### src/rtl/mux_arb_n.sv
`default_nettype none
// ============================================================================
//  Module   : mux_arb_n
//  Purpose  : N-channel, W-bit registered multiplexer with valid/ready
//             handshakes. Selects a channel either from an external index
//             (fixed mode) or in round-robin order (arbitrated mode) and
//             registers the winning beat into a one-entry output stage.
//  Ports    : clk, rst        - clock, asynchronous active-high reset
//             mode, sel       - 0: fixed select via sel, 1: round-robin
//             in_valid/in_ready/in_data - per-channel input handshakes,
//                               channel i data at [i*WIDTH +: WIDTH]
//             in_last         - per-channel end-of-burst (MUX_ARB_LAST_EN)
//             out_valid/out_ready/out_data/out_ch - registered output stage
//  Options  : define MUX_ARB_LAST_EN to add in_last and burst locking
//  Revision : 1.0 - initial release
// ============================================================================
module mux_arb_n #(
    parameter int WIDTH = 32,
    parameter int CH    = 8,
    parameter int SELW  = $clog2(CH)
) (
    input  logic                  clk,
    input  logic                  rst,
    input  logic                  mode,
    input  logic [SELW-1:0]       sel,
    input  logic [CH-1:0]         in_valid,
    output logic [CH-1:0]         in_ready,
    input  logic [CH*WIDTH-1:0]   in_data,
`ifdef MUX_ARB_LAST_EN
    input  logic [CH-1:0]         in_last,
`endif
    output logic                  out_valid,
    input  logic                  out_ready,
    output logic [WIDTH-1:0]      out_data,
    output logic [SELW-1:0]       out_ch
);

    // Channel count at index width plus one, so CH=16 is representable.
    localparam logic [SELW:0] c_CH = (SELW+1)'(CH);

    logic [WIDTH-1:0] w_dat [CH];
    logic [SELW-1:0]  r_ptr;
    logic             r_out_valid;
    logic [WIDTH-1:0] r_out_data;
    logic [SELW-1:0]  r_out_ch;

    logic             w_rr_vld;
    logic [SELW-1:0]  w_rr_gnt;
    logic [SELW:0]    w_idx;
    logic             w_fix_vld;
    logic             w_gnt_vld;
    logic [SELW-1:0]  w_gnt;
    logic             w_load;
    logic             w_xfer;
    logic             w_last;
    logic [SELW-1:0]  w_ptr_nxt;

    for (genvar i = 0; i < CH; i++) begin : g_slice
        assign w_dat[i] = in_data[i*WIDTH +: WIDTH];
    end

    // Round-robin scan ptr, ptr+1, ... wrapping at CH. The loop runs from the
    // far end toward ptr so the nearest requesting channel is written last.
    always_comb begin
        w_rr_vld = 1'b0;
        w_rr_gnt = '0;
        w_idx    = '0;
        for (int k = CH - 1; k >= 0; k--) begin
            w_idx = {1'b0, r_ptr} + (SELW+1)'(k);
            if (w_idx >= c_CH) begin
                w_idx = w_idx - c_CH;
            end
            if (in_valid[w_idx[SELW-1:0]]) begin
                w_rr_vld = 1'b1;
                w_rr_gnt = w_idx[SELW-1:0];
            end
        end
    end

    // Out-of-range select never grants, so the bit read is masked off.
    assign w_fix_vld = ({1'b0, sel} < c_CH) && in_valid[sel];

`ifdef MUX_ARB_LAST_EN
    typedef enum logic {
        ST_ARB  = 1'b0,
        ST_LOCK = 1'b1
    } lock_state_t;

    lock_state_t     r_state;
    logic [SELW-1:0] r_lock_ch;

    // While locked only the burst owner may be granted, regardless of mode.
    always_comb begin
        if (r_state == ST_LOCK) begin
            w_gnt_vld = in_valid[r_lock_ch];
            w_gnt     = r_lock_ch;
        end else if (mode) begin
            w_gnt_vld = w_rr_vld;
            w_gnt     = w_rr_gnt;
        end else begin
            w_gnt_vld = w_fix_vld;
            w_gnt     = sel;
        end
    end

    assign w_last = in_last[w_gnt];
`else
    assign w_gnt_vld = mode ? w_rr_vld : w_fix_vld;
    assign w_gnt     = mode ? w_rr_gnt : sel;
    assign w_last    = 1'b1;
`endif

    assign w_load    = ~r_out_valid | out_ready;
    // rst gating keeps in_ready low while reset is held (state is already idle).
    assign w_xfer    = w_load & w_gnt_vld & ~rst;
    assign in_ready  = w_xfer ? (CH'(1) << w_gnt) : '0;
    assign w_ptr_nxt = ({1'b0, w_gnt} == c_CH - 1'b1) ? '0 : w_gnt + 1'b1;

    always_ff @(posedge clk or posedge rst) begin
        if (rst) begin
            r_out_valid <= 1'b0;
            r_out_data  <= '0;
            r_out_ch    <= '0;
            r_ptr       <= '0;
        end else begin
            if (w_xfer) begin
                r_out_valid <= 1'b1;
                r_out_data  <= w_dat[w_gnt];
                r_out_ch    <= w_gnt;
                // Mid-burst beats leave the fairness pointer alone.
                if (w_last) begin
                    r_ptr <= w_ptr_nxt;
                end
            end else if (r_out_valid && out_ready) begin
                r_out_valid <= 1'b0;
            end
        end
    end

`ifdef MUX_ARB_LAST_EN
    always_ff @(posedge clk or posedge rst) begin
        if (rst) begin
            r_state   <= ST_ARB;
            r_lock_ch <= '0;
        end else if (w_xfer) begin
            case (r_state)
                ST_ARB: begin
                    if (!w_last) begin
                        r_state   <= ST_LOCK;
                        r_lock_ch <= w_gnt;
                    end
                end
                ST_LOCK: begin
                    if (w_last) begin
                        r_state <= ST_ARB;
                    end
                end
                default: r_state <= ST_ARB;
            endcase
        end
    end
`endif

    assign out_valid = r_out_valid;
    assign out_data  = r_out_data;
    assign out_ch    = r_out_ch;

endmodule
`default_nettype wire

### config.mk
export PLATFORM = sky130hd
export DESIGN_NAME = mux_arb_n
export DESIGN_NICKNAME = d
export VERILOG_FILES = /design/src/rtl/mux_arb_n.sv
export SDC_FILE = /design/constraint.sdc
export NUM_CORES = 1
export LEC_CHECK = 0
export BUFFER_PORTS_ARGS = -buffer_cell sky130_fd_sc_hd__buf_2
export CORE_AREA = 10 10 116 118
export DETAILED_ROUTE_END_ITERATION = 10
export DIE_AREA = 0 0 126 128
export PLACE_DENSITY = 0.87
export REMOVE_ABC_BUFFERS = 1
export SYNTH_ARGS = -nofsm -noshare
export SYNTH_HDL_FRONTEND = slang
export SYNTH_SLANG_ARGS = --single-unit
### constraint.sdc
create_clock -name clk -period 5.1 [get_ports clk]
set_input_delay 1.02 -clock clk [delete_from_list [all_inputs] [get_ports clk]]
set_output_delay 1.02 -clock clk [all_outputs]
set_load 0.1 [all_outputs]
=== Yosys cells after proc, flatten, opt, wreduce, memory -nomap -nowiden ===
Cells that the tools add are included.

* Add/subtract/negate cells: 16
* Magnitude comparators: 18
* Equal/unequal tests: 1
* Shifts and indexed selects: 1
* Mux-type cells: 51
* Bitwise operators: 6
* Reductions and logical operators: 2

{| class="wikitable"
|+ Operators by type and width
! cell !! number
|-
| 32-bit binary-select mux with 3-bit select || 1
|-
| 32-bit 2-to-1 mux || 2
|-
| 3-bit 2-to-1 mux || 18
|-
| 3-bit by 4-bit < comparator with 1-bit output (second input constant) || 9
|-
| 4-bit >= comparator (second input constant) || 8
|-
| 1-bit binary-select mux with 3-bit select || 9
|-
| 3-bit by 1-bit subtractor with 3-bit output (second input constant) || 8
|-
| 1-bit 2-to-1 mux || 20
|-
| 3-bit by 3-bit adder with 4-bit output (second input constant) || 4
|-
| 3-bit by 2-bit adder with 4-bit output (second input constant) || 2
|-
| 8-bit 2-to-1 mux || 1
|-
| 1-bit by 3-bit << shifter with 8-bit output (first input constant) || 1
|-
| 3-bit by 1-bit adder with 4-bit output (second input constant) || 1
|-
| 3-bit by 4-bit >= comparator with 1-bit output (second input constant) || 1
|-
| 3-bit NOT with 4-bit output || 1
|-
| 3-bit by 1-bit adder with 3-bit output (second input constant) || 1
|-
| 3-bit == test (second input constant) || 1
|-
| 1-bit bitwise AND || 2
|-
| 1-bit NOT || 2
|-
| 2-bit nonzero test || 1
|-
| 1-bit logical AND || 1
|-
| 1-bit OR || 1
|}

* Bits in registers: 39
* Input bits: 271
* Word-level logic and storage cells: 99

=== Logic depth before layout (Yosys ltp) ===
* Depth in word-level cells: 18
* Mapped depth: 17
* Gate-level depth less buffers: 12

=== Worst setup path after synthesis ===
OpenSTA, ideal clock, no wires.

* Path type: register to output
* Start: reg r_ptr[0]
* End: out in_ready[7]
* Arrival: 6.209 ns
* Setup slack: -2.129 ns
* Cell stages (with the launch flop): 16
* Cell sequence: dfrtp_1 buf_6 buf_2 inv_1 ha_1 xor2_1 mux2i_4 and4b_1 or3_1 o21a_4 inv_6 buf_6 buf_4 ha_1 inv_1 nor4_1

* Longest elaborated chain between the ends: 17

{| class="wikitable"
|+ Ends and longest elaborated chain
! element !! RTL line !! source
|-
| from (decl) || 42 || <nowiki>logic [SELW-1:0] r_ptr;</nowiki>
|-
| from (signal assigned) || 132 || <nowiki>r_ptr <= w_ptr_nxt;</nowiki>
|-
| 3-bit by 3-bit adder with 4-bit output || 69 || <nowiki>w_idx = {1'b0, r_ptr} + (SELW+1)'(k);</nowiki>
|-
| 4-bit >= comparator or 3-bit by 1-bit subtractor with 3-bit output (tied branches) || 70, 71 ||
|-
| 3-bit 2-to-1 mux || 70 || <nowiki>if (w_idx >= c_CH) begin</nowiki>
|-
| 1-bit binary-select mux with 3-bit select || 73 || <nowiki>if (in_valid[w_idx[SELW-1:0]]) begin</nowiki>
|-
| 1-bit 2-to-1 mux (not written as such) || 73 ||
|-
| 1-bit 2-to-1 mux (8 in a row) || 73 ||
|-
| 1-bit 2-to-1 mux || 108 || <nowiki>assign w_gnt_vld = mode ? w_rr_vld : w_fix_vld;</nowiki>
|-
| 1-bit bitwise AND (2 in a row) || 115 || <nowiki>assign w_xfer = w_load & w_gnt_vld & ~rst;</nowiki>
|-
| 8-bit 2-to-1 mux * || 116 || <nowiki>assign in_ready = w_xfer ? (CH'(1) << w_gnt) : '0;</nowiki>
|-
| to (decl) || 27 || <nowiki>output logic [CH-1:0] in_ready,</nowiki>
|}

Mark *: on every way between the ends. The rest lies on a longest branch, timed or not. The select of a mux whose other input is x is not followed.

=== Final worst setup path ===
* Start: in in_valid[6]
* End: out in_ready[7]

* Longest elaborated chain between the ends: 14

{| class="wikitable"
|+ Ends and longest elaborated chain
! element !! RTL line !! source
|-
| from (decl) || 26 || <nowiki>input logic [CH-1:0] in_valid,</nowiki>
|-
| 1-bit binary-select mux with 3-bit select || 73 ||
|-
| 1-bit 2-to-1 mux (not written as such) || 73 ||
|-
| 1-bit 2-to-1 mux (8 in a row) || 73 ||
|-
| 1-bit 2-to-1 mux || 108 ||
|-
| 1-bit bitwise AND (2 in a row) || 115 ||
|-
| 8-bit 2-to-1 mux * || 116 ||
|}

Marked as above.

==> impl_metrics.csv <==
group,metric,value,unit
run_status,status,"finished clean",
sta,setup_viol,0,
place,dpl.hpwl,17100,µm
critical_path,arrival,3930,ps
grt,first_global_vias,5444,
die,rows,39,
grt,grt_usage,23.7,%
final_layout,layout_common_cells,"306 x buf_2, 48 x mux4_2, 39 x dfrtp_1",
place,gp_congestion,0.937,
critical_path,crit_path_start,"in_valid[6]",
yosys,synth_flop_cell,"dfrtp_1",
drt,wl_per_cell,23.7,µm
yosys,synth_area,4820,µm²
clock_tree,cts.path.max_buffers,2,
clock_tree,htree_levels,2,
die,die_x,126,µm
flow_run,drv_cap,0,
min_path,hold_path.class,"reg -> reg",
die,start_util,43.0,%
pwr,static-leakage-power,2.93,nW
critical_path,regToRegSetupSlack,680,ps
critical_path,r2r-end,"out_data[6]$_DFFE_PP0P_",
final_layout,final_nets,1015,
sta,final.setup.tns,0,ps
final_layout,multiInputGateArea,3500,µm²
place,dpl_worst_slack,195,ps
critical_path,timing.rr.start,"r_ptr[1]$_DFFE_PP0P_",
drt,vias_per_cell,5.95,
sta,timing.final.ws_setup,151,ps
sta,worst_pin_slew,888,ps
critical_path,crit_path_end_kind,"primary output",
die,core-area,11200,µm²
critical_path,critical_path_class,"in -> out",
place,numPortBuffers,314,
grt,antenna_found_initial,0,
final_layout,final_design_area_no_fill,6690,µm²
yosys,synth-seq-cells,39,
place,place_area,6500,µm²
yosys,yosysTopAreaCellShare,22.4,%
yosys,syn_avg_cell_area,10.8,µm²
yosys,synth.area.top_cells,"mux4_2 22%, dfrtp_1 20%, mux2_1 7.0%, nor3_2 6.2%, a211oi_1 5.1%",
grt,grt_max_degree,57,
yosys,synth_top_cell_by_area,"mux4_2",
yosys,async_flop_share,100,%
clock_tree,clkLatencyLatePin,280,ps
clock_tree,clkSinkCount,39,
grt,grt_first_pass_wirelength,30900,µm
critical_path,reg2reg_depth,13,
final_layout,postLayoutCoreUtil,59.6,%
min_path,hold_start,"out_ch[2]$_DFFE_PP0P_",
sta,final_max_slew_viol_count,0,
critical_path,crit_fanout,11,
clock_tree,cts_hold_buf,0,
critical_path,cp-start-kind,"input pin",
sta,skew,5.20,ps
yosys,synth_cell_type_count,64,
final_layout,seqCellArea,976,µm²
sta,hold_violations,0,
pwr,power_density,769,nW/µm²
die,num_io_pins,315,
pwr,power,5.14,mW
die,die_h,128,µm
sta,grt_setup_unrepaired,"no",
sta,finalCriticalPeriod,4950,ps
drt,drc,0,
drt,drt_iter0_markers,375,
critical_path,required,4080,ps
yosys,yosys_warnings,0,
drt,vias,5262,
sta,fin_crit_sh,97.0,%
pwr,peakVddDrop,0.000461,V
yosys,synth_edf_count,0,
final_layout,final_common_cell,"buf_2",
grt,grt.overflow.total,0,
clock_tree,cts_tree,"yes",
sta,max-slew-margin-rel,40.7,%
yosys,syn_inst,447,
clock_tree,cts_buffers,5,
drt,drt-total-wl,20900,µm
final_layout,area.growth.synth_to_final,38.6,%
final_layout,fillers,944,
clock_tree,clockRootBuffer,"clkbuf_16",
drt,firstDrtPassIters,6,
sta,timing.fmax,202,MHz
critical_path,crit_end,"in_ready[7]",
drt,drtAntennaViolNets,0,
die,die-area,16100,µm²
final_layout,final_layout_size_suffix_gt1_share,60.6,%
clock_tree,clkSlewWorstSetupHoldPaths,60,ps
yosys,yosysSeqAreaShare,20.2,%
final_layout,antenna_cells,0,
[final cells by class]
class / instances / area share [%]
clock buffer: 6 / 2.08
tap: 143 / 2.68
timing repair buffer: 331 / 27.2
sequential: 39 / 14.6
clock inverter: 2 / 0.524
multi-input combinational: 355 / 52.3
inverter: 9 / 0.580
[worst max-delay path, cell delays in order]
cell,delay [ps]
buf_2,160
mux4_1,640
mux2i_4,190
and4b_1,220
or3_1,360
o21a_4,240
inv_6,90
ha_1,180
inv_1,70
nor4_1,500
buf_12,240
[power breakdown]
group | switching [mW] | internal, mW
Sequential | 0.0981 | 0.462
Clock | 0.129 | 0.243
Combinational | 2.69 | 1.52
Total | 2.92 | 2.23
[state kept, by name, indices dropped and copies added, names as in the netlist]
signal,count
r_ptr,3
out_data,32
out_ch,3
out_valid,1
[synthesized netlist by cell type (9+ instances only)]
library cell	instances
mux4_2	48
dfrtp_1	39
nor2_1	39
o22ai_1	34
a211oi_1	33
and2_1	33
mux2_1	30
nor3_2	30
clkbuf_1	12
buf_4	10
buf_6	9
mux2i_1	9
nand2_1	9
[worst min path at each step]
stage / endpoint / slack (ps) / cells past startpoint
floorplan: r_ptr[2]$_DFFE_PP0P_ / 830 / 2
global placement: out_ch[2]$_DFFE_PP0P_ / 470 / 1
detailed placement: out_ch[2]$_DFFE_PP0P_ / 480 / 1
CTS: out_ch[2]$_DFFE_PP0P_ / 490 / 1
global route: out_ch[2]$_DFFE_PP0P_ / 530 / 1
finish: out_ch[2]$_DFFE_PP0P_ / 490 / 1
[stage by stage]
| step | cells | hold slack [ps] |
|---|---|---|
| floorplan | 403 | 831 |
| global placement | 877 | 469 |
| detailed placement | 877 | 476 |
| CTS | 885 | 490 |
| global route | 885 | 527 |
| finish | 885 | 489 |
[logic make-up (layout without fill, tap and decap cells)]
| kind of cell | Yosys count | after routing | synth area share, % |
|---|---|---|---|
| AND/OR/NAND/NOR | 141 | 141 | 18.3 |
| AO/OA/AOI/OAI | 108 | 108 | 17.0 |
| multiplexers | 98 | 98 | 35.2 |
| buffers and inverters | 53 | 348 | 7.55 |
| flip-flops | 39 | 39 | 20.2 |
| XOR/XNOR | 5 | 5 | 0.908 |
| adder cells (fa/ha/maj) | 3 | 3 | 0.778 |
[metal layers]
layer	wire [µm]	part of all wire (%)	global-route usage [%]	vias to the layer above
met3	2150	10	7.32	36
li1	-	-	-	2360
met2	10900	52	42.5	335
met5	0	0	0	-
met4	423	2.0	5.56	0
met1	7430	36	27.0	2531
[what timing repair did]
item	4_1_cts	5_1_grt
buffers inserted	0	0
gates resized for setup	0	1
hold endpoints to repair	0	0
setup endpoints to repair	0	1
Power figures use the tool's default switching activity.
